`src/rtl/serial_mag_compare_ctrl.sv`:
```
// Nibble-serial magnitude compare sequencer.
// Drives a shared 4-bit comparator slice, MSB nibble first, stopping at the first unequal nibble.
module serial_mag_compare_ctrl #(
   parameter int NIBBLES = 4,
   localparam int W = 4 * NIBBLES,
   localparam int CW = $clog2(NIBBLES + 1)
) (
   input  logic          clk,
   input  logic          rst,
   input  logic          start,
   input  logic [W-1:0]  op_a,
   input  logic [W-1:0]  op_b,
   output logic [3:0]    nib_a,
   output logic [3:0]    nib_b,
   input  logic          cmp_gt,
   input  logic          cmp_eq,
   input  logic          cmp_ls,
   output logic          busy,
   output logic          done,
   output logic          gt,
   output logic          eq,
   output logic          ls,
   output logic          err,
   output logic [CW-1:0] ncmp
);

   localparam int IW = (NIBBLES > 1) ? $clog2(NIBBLES) : 1;

   typedef enum logic [1:0] {
      IDLE = 2'd0,
      CMP  = 2'd1,
      DONE = 2'd2
   } state_t;

   state_t         state;
   logic [W-1:0]   a_r;
   logic [W-1:0]   b_r;
   logic [IW-1:0]  idx;
   logic [IW-1:0]  nxt;
   logic           onehot;
   logic           last;

   assign nxt = idx - IW'(1);

   always_comb begin
      onehot = (cmp_gt & ~cmp_eq & ~cmp_ls) |
               (~cmp_gt & cmp_eq & ~cmp_ls) |
               (~cmp_gt & ~cmp_eq & cmp_ls);
      // any unequal nibble, a bad flag set, or the LSB nibble ends the scan
      last = ~onehot | cmp_gt | cmp_ls | (idx == '0);
   end

   always_ff @(posedge clk) begin
      if (rst) begin
         state <= IDLE;
         a_r   <= '0;
         b_r   <= '0;
         idx   <= '0;
         nib_a <= '0;
         nib_b <= '0;
         busy  <= 1'b0;
         done  <= 1'b0;
         gt    <= 1'b0;
         eq    <= 1'b0;
         ls    <= 1'b0;
         err   <= 1'b0;
         ncmp  <= '0;
      end else begin
         unique case (state)
            IDLE: begin
               done <= 1'b0;
               if (start) begin
                  a_r   <= op_a;
                  b_r   <= op_b;
                  idx   <= IW'(NIBBLES - 1);
                  nib_a <= op_a[W-1 -: 4];
                  nib_b <= op_b[W-1 -: 4];
                  gt    <= 1'b0;
                  eq    <= 1'b0;
                  ls    <= 1'b0;
                  err   <= 1'b0;
                  ncmp  <= '0;
                  busy  <= 1'b1;
                  state <= CMP;
               end
            end
            CMP: begin
               ncmp <= ncmp + CW'(1);
               if (last) begin
                  err   <= ~onehot;
                  gt    <= onehot & cmp_gt;
                  eq    <= onehot & cmp_eq;
                  ls    <= onehot & cmp_ls;
                  nib_a <= '0;
                  nib_b <= '0;
                  busy  <= 1'b0;
                  done  <= 1'b1;
                  state <= DONE;
               end else begin
                  idx   <= nxt;
                  nib_a <= a_r[4*int'(nxt) +: 4];
                  nib_b <= b_r[4*int'(nxt) +: 4];
               end
            end
            DONE: begin
               done  <= 1'b0;
               state <= IDLE;
            end
            default: begin
               done  <= 1'b0;
               busy  <= 1'b0;
               state <= IDLE;
            end
         endcase
      end
   end

endmodule

```
`config.mk`:
```
export PLATFORM = sky130hd
export DESIGN_NAME = serial_mag_compare_ctrl
export DESIGN_NICKNAME = d
export VERILOG_FILES = /design/src/rtl/serial_mag_compare_ctrl.sv
export SDC_FILE = /design/constraint.sdc
export NUM_CORES = 1
export LEC_CHECK = 0
export ABC_AREA = 1
export BUFFER_PORTS_ARGS = -buffer_cell sky130_fd_sc_hd__buf_4
export CORE_MARGIN = 2
export CORE_UTILIZATION = 50
export DETAILED_ROUTE_END_ITERATION = 12
export GPL_TIMING_DRIVEN = 0
export PLACE_DENSITY = 0.74
export SLEW_MARGIN = 20
export SYNTH_ARGS = -nofsm -noshare
export SYNTH_HDL_FRONTEND = slang
export SYNTH_SLANG_ARGS = --single-unit
export TNS_END_PERCENT = 50
```
`constraint.sdc`:
```
create_clock -name clk -period 1.87 [get_ports clk]
set_input_delay 0.187 -clock clk [delete_from_list [all_inputs] [get_ports clk]]
set_output_delay 0.187 -clock clk [all_outputs]
set_load 0.01 [all_outputs]
```
==> results of run 1 <==
[worst max-delay path by stage]
stage	from	end	cells past startpoint
after floorplan	idx[0]$_SDFFE_PP0P_	nib_a[1]$_SDFFE_PP0P_	11
after global placement	idx[0]$_SDFFE_PP0P_	nib_b[0]$_SDFFE_PP0P_	10
after detailed placement	idx[0]$_SDFFE_PP0P_	nib_a[1]$_SDFFE_PP0P_	11
after CTS	idx[0]$_SDFFE_PP0P_	nib_a[1]$_SDFFE_PP0P_	10
after global routing	idx[0]$_SDFFE_PP0P_	nib_a[1]$_SDFFE_PP0P_	10
final	idx[0]$_SDFFE_PP0P_	nib_a[1]$_SDFFE_PP0P_	10
[state kept, by name, summed over array words and instances, names as in the netlist, 2 cells and up]
name / count
a_r: 16
b_r: 16
nib_a: 4
nib_b: 4
ncmp: 3
idx: 2
state: 2
[metrics by stage]
step,hold slack (ps),util (%),setup TNS [ps],instances,setup slack (ps)
after global placement,408,61.3,-17.8,430,-6.66
after detailed placement,416,61.3,-108,430,-30.7
final,94.4,64.2,0,439,156
after floorplan,322,-,0,323,276
after CTS,89.5,63.8,0,438,127
after global routing,120,64.2,0,439,46.7
[power breakdown]
group / internal (W) / switching (W) / total, W
logic: 0.000238 / 0.000324 / 0.000561
registers: 0.00122 / 0.0000363 / 0.00125
clock network: 0.000335 / 0.000367 / 0.000702
[area by class of cell]
class	instances	share of cell area, %
clock buffers	7	3.20
repair buffers	55	13.7
inverters	39	5.20
well taps	54	2.24
clock inverters	1	0.166
multi-input cells	214	35.7
flip-flops and latches	53	35.2
plain buffers	16	4.49
[repair_timing]
item                                    in CTS  in global routing
endpoints found under the hold margin        0                  0
hold buffers                                 0                  0
endpoints found under the setup margin       8                  3
buffers inserted                             1                  1
resized for setup                            4                  4
[layout by cell type, fill, tap and decap left out, types with 2 or more instances in the layout]
cell type   count
nand2_1        57
buf_4          56
dfxtp_1        53
inv_1          34
a21oi_1        34
nor2_1         29
o21ai_0        26
o21ai_1        22
nand3_1        17
buf_6           8
a21oi_2         7
clkbuf_8        7
buf_2           6
nor2_2          4
nand4_1         3
o21ai_2         3
clkinvlp_4      2
inv_2           2
nand2_2         2
ha_1            2
[metal layers]
metal / GRT usage [%] / vias up / wire length, µm
li1: - / 1171 / -
met1: 31.0 / 1013 / 2690
met2: 40.0 / 55 / 2800
met3: 4.66 / 7 / 278
met4: 6.26 / 0 / 68
met5: 0 / - / 0
[cell families after synthesis]
logic type | count (synthesis) | synth area share [%]
buffers and inverters | 56 | 11.6
and+or+nand+nor | 117 | 21.7
AOI/OAI and AO/OA | 94 | 21.3
xor gates and xnor gates | 1 | 0.364
DFF | 53 | 44.0
adders and majority gates | 2 | 1.04
[critical path, delay by kind of cell, from the launching register on]
kind,cells,cell delay (ps)
fa+ha+maj,1,300
simple gates,4,340
compound gates,1,110
flops,1,320
buf+inv,4,580
==> flow_summary.yaml, run 1 <==
clocking:
  clockBufferDepth: 2
  cts_buffers: 5
  path_clk_slew_ps: 90
  cts_max_level: 2
  clkLatencyLatePin_ps: 310
  clockRootBuffer: "clkbuf_8"
  cts_tree: "done"
  clock-sinks: 53
power_and_ir_drop:
  p_leak_nw: 1.39
  fin_total_pwr_w: 0.00252
  p_per_area_mw_per_mm2: 836
  ir_worst_vdd_mv: 0.461
yosys:
  synthArstFlopShare_pct: 0
  ys.warnings.count: 0
  synthTopCellsByCount: "nand2_1 (57), dfxtp_1 (53), inv_1 (36), a21oi_1 (34), nor2_1 (32)"
  ys_seq_area_share_pct: 44.0
  synth_ff_type: "dfxtp_1"
  synth_top_area_share_pct: 44.0
  synth_cell_types: 27
  yosys.area.top_type: "dfxtp_1"
  synth-edff-count: 0
  netlist_top_cells_area: "dfxtp_1 (44%), nand2_1 (8.9%), a21oi_1 (7.1%)"
  synth_cells: 323
  syn_area_per_cell_um2: 7.46
  syn-num-nets: 363
  yosysMostFrequentCell: "nand2_1"
  synth_seq_cells: 53
  netlist_area_mm2: 0.00241
grt:
  grt_pass1_wl_um: 9900
  grt.overflow.total: 0
  grt_use_total_pct: 23.7
  antenna_found_initial: 0
  grt_max_degree: 16
  grt_pass1_vias: 2169
routing:
  routed_via_density: 5.12
  vias: 2246
  drcViolationCount: 0
  totalWireLength_um: 5840
  drt_iter0_drc: 138
  dr.pass1.iters: 4
  antenna_left: 0
  wl_per_cell_um: 13.3
worst_hold_path:
  hold_start: "op_a[4]"
  whs_endpoint: "a_r[4]$_SDFFE_PP0P_"
  min_delay_path_depth: 3
  min_path_type: "input pin to flop"
die:
  row_count: 25
  die_x_um: 73.4
  boundaryPins: 55
  initial_utilization_pct: 51.4
  dieArea_mm2: 0.00539
  core_mm2: 0.00469
  dieHeight_um: 73.4
placement:
  hpwl_um: 4110
  place.gp.congestion: 0.809
  post_dp_cell_area_mm2: 0.00288
  io_buffers: 53
sta:
  rsz0062_at_grt: "no"
  finalSetupViolations: 0
  hold_viol: 0
  relSlewSlack_pct: 77.9
  tightest_slew_ps: 330
  slew_violations: 0
  min_period_ps: 1710
  finalClockSkew_ps: 7.09
  finalCritPeriodShare_pct: 91.6
  fmax_mhz: 584
setup_path:
  arrival_ps: 1960
  setup.worst_path.end_class: "flop"
  path_cells: "clkbuf_4 > clkinvlp_4 > ha_1 > buf_6 > clkinvlp_4 > nor2_2 > nand2_1 > nand2_1 > nand2_1 > a21oi_2"
  cpMostUsedCell: "nand2_1"
  cpMaxStageDelayCell: "dfxtp_1"
  cp-start-kind: "flop"
  slowest_delay_ps: 320
  reg2reg_from: "idx[0]$_SDFFE_PP0P_"
  r2r_cells: 10
  worstPathRequired_ps: 2110
  reg2reg_to: "nib_a[1]$_SDFFE_PP0P_"
  path_class: "flop to flop"
  r2r_slack_ps: 160
  critical_path.max_fanout: 8
finish:
  n_fill_cell: 446
  fin_area_mm2: 0.00301
  layout.nets: 424
  n_antenna_cell: 0
  multi_input_area_mm2: 0.00108
  final-seq-area_mm2: 0.00106
  area_growth_syn_to_layout_pct: 24.9
  final_layout_size_suffix_gt1_share_pct: 27.0
job:
  drv_cap: 0
outcome:
  status: "finished clean"
Power figures use the tool's default switching activity.
==> inputs of run 2 (changes only) <==
- clock period: 1.87 -> 1.65 ns (I/O delays scaled with it)
==> flow_summary.yaml, run 2 (same netlist as run 1, synthesis figures left out) <==
outcome:
  status: "finished clean"
finish:
  fin_area_mm2: 0.00303
  n_fill_cell: 442
  layout.nets: 425
  layout_commonest_cell: "buf_4"
  final-seq-area_mm2: 0.00106
  n_antenna_cell: 0
  final_layout_size_suffix_gt1_share_pct: 27.7
  area_growth_syn_to_layout_pct: 25.8
  final_cell_mix: "buf_4 (58), nand2_1 (57), dfxtp_1 (52), inv_1 (34), a21oi_1 (34)"
  top_regs: "a_r: 16 flops, b_r: 16 flops"
  multi_input_area_mm2: 0.00109
power_and_ir_drop:
  p_per_area_mw_per_mm2: 952
  ir_worst_vdd_mv: 0.537
  swShare_pct: 29.4
  internal-power_w: 0.00204
  p_leak_nw: 1.40
  combPwrFrac_pct: 22.4
  p_switching_w: 0.000848
  pwr-share-clk_pct: 28.3
  seqPwrFrac_pct: 49.3
setup_path:
  worstPathRequired_ps: 1900
  setup.worst_path.end_class: "flop"
  reg2reg_from: "idx[0]$_SDFFE_PP0P_"
  r2r_cells: 9
  crit_start: "idx[0]$_SDFFE_PP0P_"
  r2r_slack_ps: 90
  path_class: "flop to flop"
  worstSetupEndpoint: "nib_a[1]$_SDFFE_PP0P_"
  cp-start-kind: "flop"
  critical_path.max_fanout: 8
  reg2reg_to: "nib_a[1]$_SDFFE_PP0P_"
  arrival_ps: 1810
sta:
  rsz0062_at_grt: "yes"
  min_period_ps: 1560
  finalSetupViolations: 0
  finalClockSkew_ps: 4.89
  fmax_mhz: 639
  tightest_slew_ps: 325
  slew_violations: 0
  finalCritPeriodShare_pct: 94.8
  setup_tns_ps: 0
  hold_viol: 0
  relSlewSlack_pct: 78.3
job:
  drv_cap: 0
placement:
  io_buffers: 53
  place.gp.congestion: 0.809
  hpwl_um: 4110
  post_dp_cell_area_mm2: 0.00288
clocking:
  ctsHoldBuffers: 0
  path_clk_slew_ps: 90
  cts_tree: "done"
  cts_buffers: 5
  clkLatencyLatePin_ps: 310
  cts_max_level: 2
  clockBufferDepth: 2
  clockRootBuffer: "clkbuf_8"
  clock-sinks: 53
grt:
  grt_max_degree: 16
  grt_pass1_wl_um: 9950
  grt_use_total_pct: 23.8
  grt_pass1_vias: 2174
  grt.overflow.total: 0
  antenna_found_initial: 0
routing:
  totalWireLength_um: 5960
  drcViolationCount: 0
  wl_per_cell_um: 13.6
  routed_via_density: 5.15
  drt_iter0_drc: 166
  dr.pass1.iters: 4
  vias: 2264
  antenna_left: 0
die:
  dieArea_mm2: 0.00539
  initial_utilization_pct: 51.4
  dieHeight_um: 73.4
  die_x_um: 73.4
  row_count: 25
  boundaryPins: 55
  core_mm2: 0.00469
worst_hold_path:
  min_path_type: "input pin to flop"
==> run 2: cell types whose count changed in the layout (fill, tap and decap cells not counted), sizes merged <==
cell,delta
buf,+2
clkbuf,-1
==> run 2: layout make-up <==
class | instances | share of cell area (%)
clock buffers | 7 | 3.18
repair buffers | 57 | 14.1
clock inverters | 1 | 0.165
multi-input cells | 214 | 35.9
well taps | 54 | 2.23
plain buffers | 15 | 4.21
flip-flops and latches | 53 | 35.0
inverters | 39 | 5.16
==> run 2: worst max-delay path: stages (launching register included) <==
cell and delay [ps]:
dfxtp_2 330, buf_6 110, clkinvlp_4 100, ha_4 300, clkinvlp_4 200, nor2_2 150, nand2_1 60, nand2_1 60
nand2_1 60, a21oi_2 130
==> run 2: worst min-delay path by stage <==
stage                        start              endpoint  depth (start not counted)
after CTS                  op_a[4]   a_r[4]$_SDFFE_PP0P_                          3
after global placement     op_a[4]   a_r[4]$_SDFFE_PP0P_                          3
final                      op_a[4]   a_r[4]$_SDFFE_PP0P_                          3
after detailed placement   op_a[4]   a_r[4]$_SDFFE_PP0P_                          3
after global routing       op_a[5]   a_r[5]$_SDFFE_PP0P_                          3
after floorplan           op_a[12]  a_r[12]$_SDFFE_PP0P_                          2
==> run 2: power by group through the flow <==
stage	Clock, W	Sequential [W]	Combinational [W]
2_1_floorplan	0	0.00145	0.000381
3_3_place_gp	0	0.00145	0.000593
3_5_place_dp	0	0.00145	0.000603
4_1_cts	0.000816	0.00142	0.000628
5_1_grt	0.000861	0.00143	0.000727
6_report	0.000817	0.00142	0.000645
==> run 2: timing repair <==
| item | 4_1_cts | 5_1_grt |
|---|---|---|
| setup endpoints to repair | 11 | 8 |
| buffers inserted | 2 | 2 |
| pin swaps | 1 | 6 |
| gates resized for setup | 5 | 6 |
| cloned | 0 | 0 |
| hold endpoints to repair | 0 | 0 |
==> run 2: stage by stage <==
step           total power (W)  std cells  hold WS [ps]  utilization [%]  worst slack (ps)
2_1_floorplan          0.00183        323           300                -              56.3
3_3_place_gp           0.00204        430           386             61.3              -227
3_5_place_dp           0.00205        430           394             61.3              -251
4_1_cts                0.00287        439          67.5             64.0              31.9
5_1_grt                0.00302        440          99.1             64.6              1.01
6_report               0.00288        440          68.7             64.6              85.2
==> run 2: layer usage <==
layer,up-vias,track usage (%),routed length (µm)
li1,1169,-,-
met1,1029,31.2,2740
met2,61,40.1,2820
met3,5,4.66,361
met4,0,6.26,44
met5,-,0,0
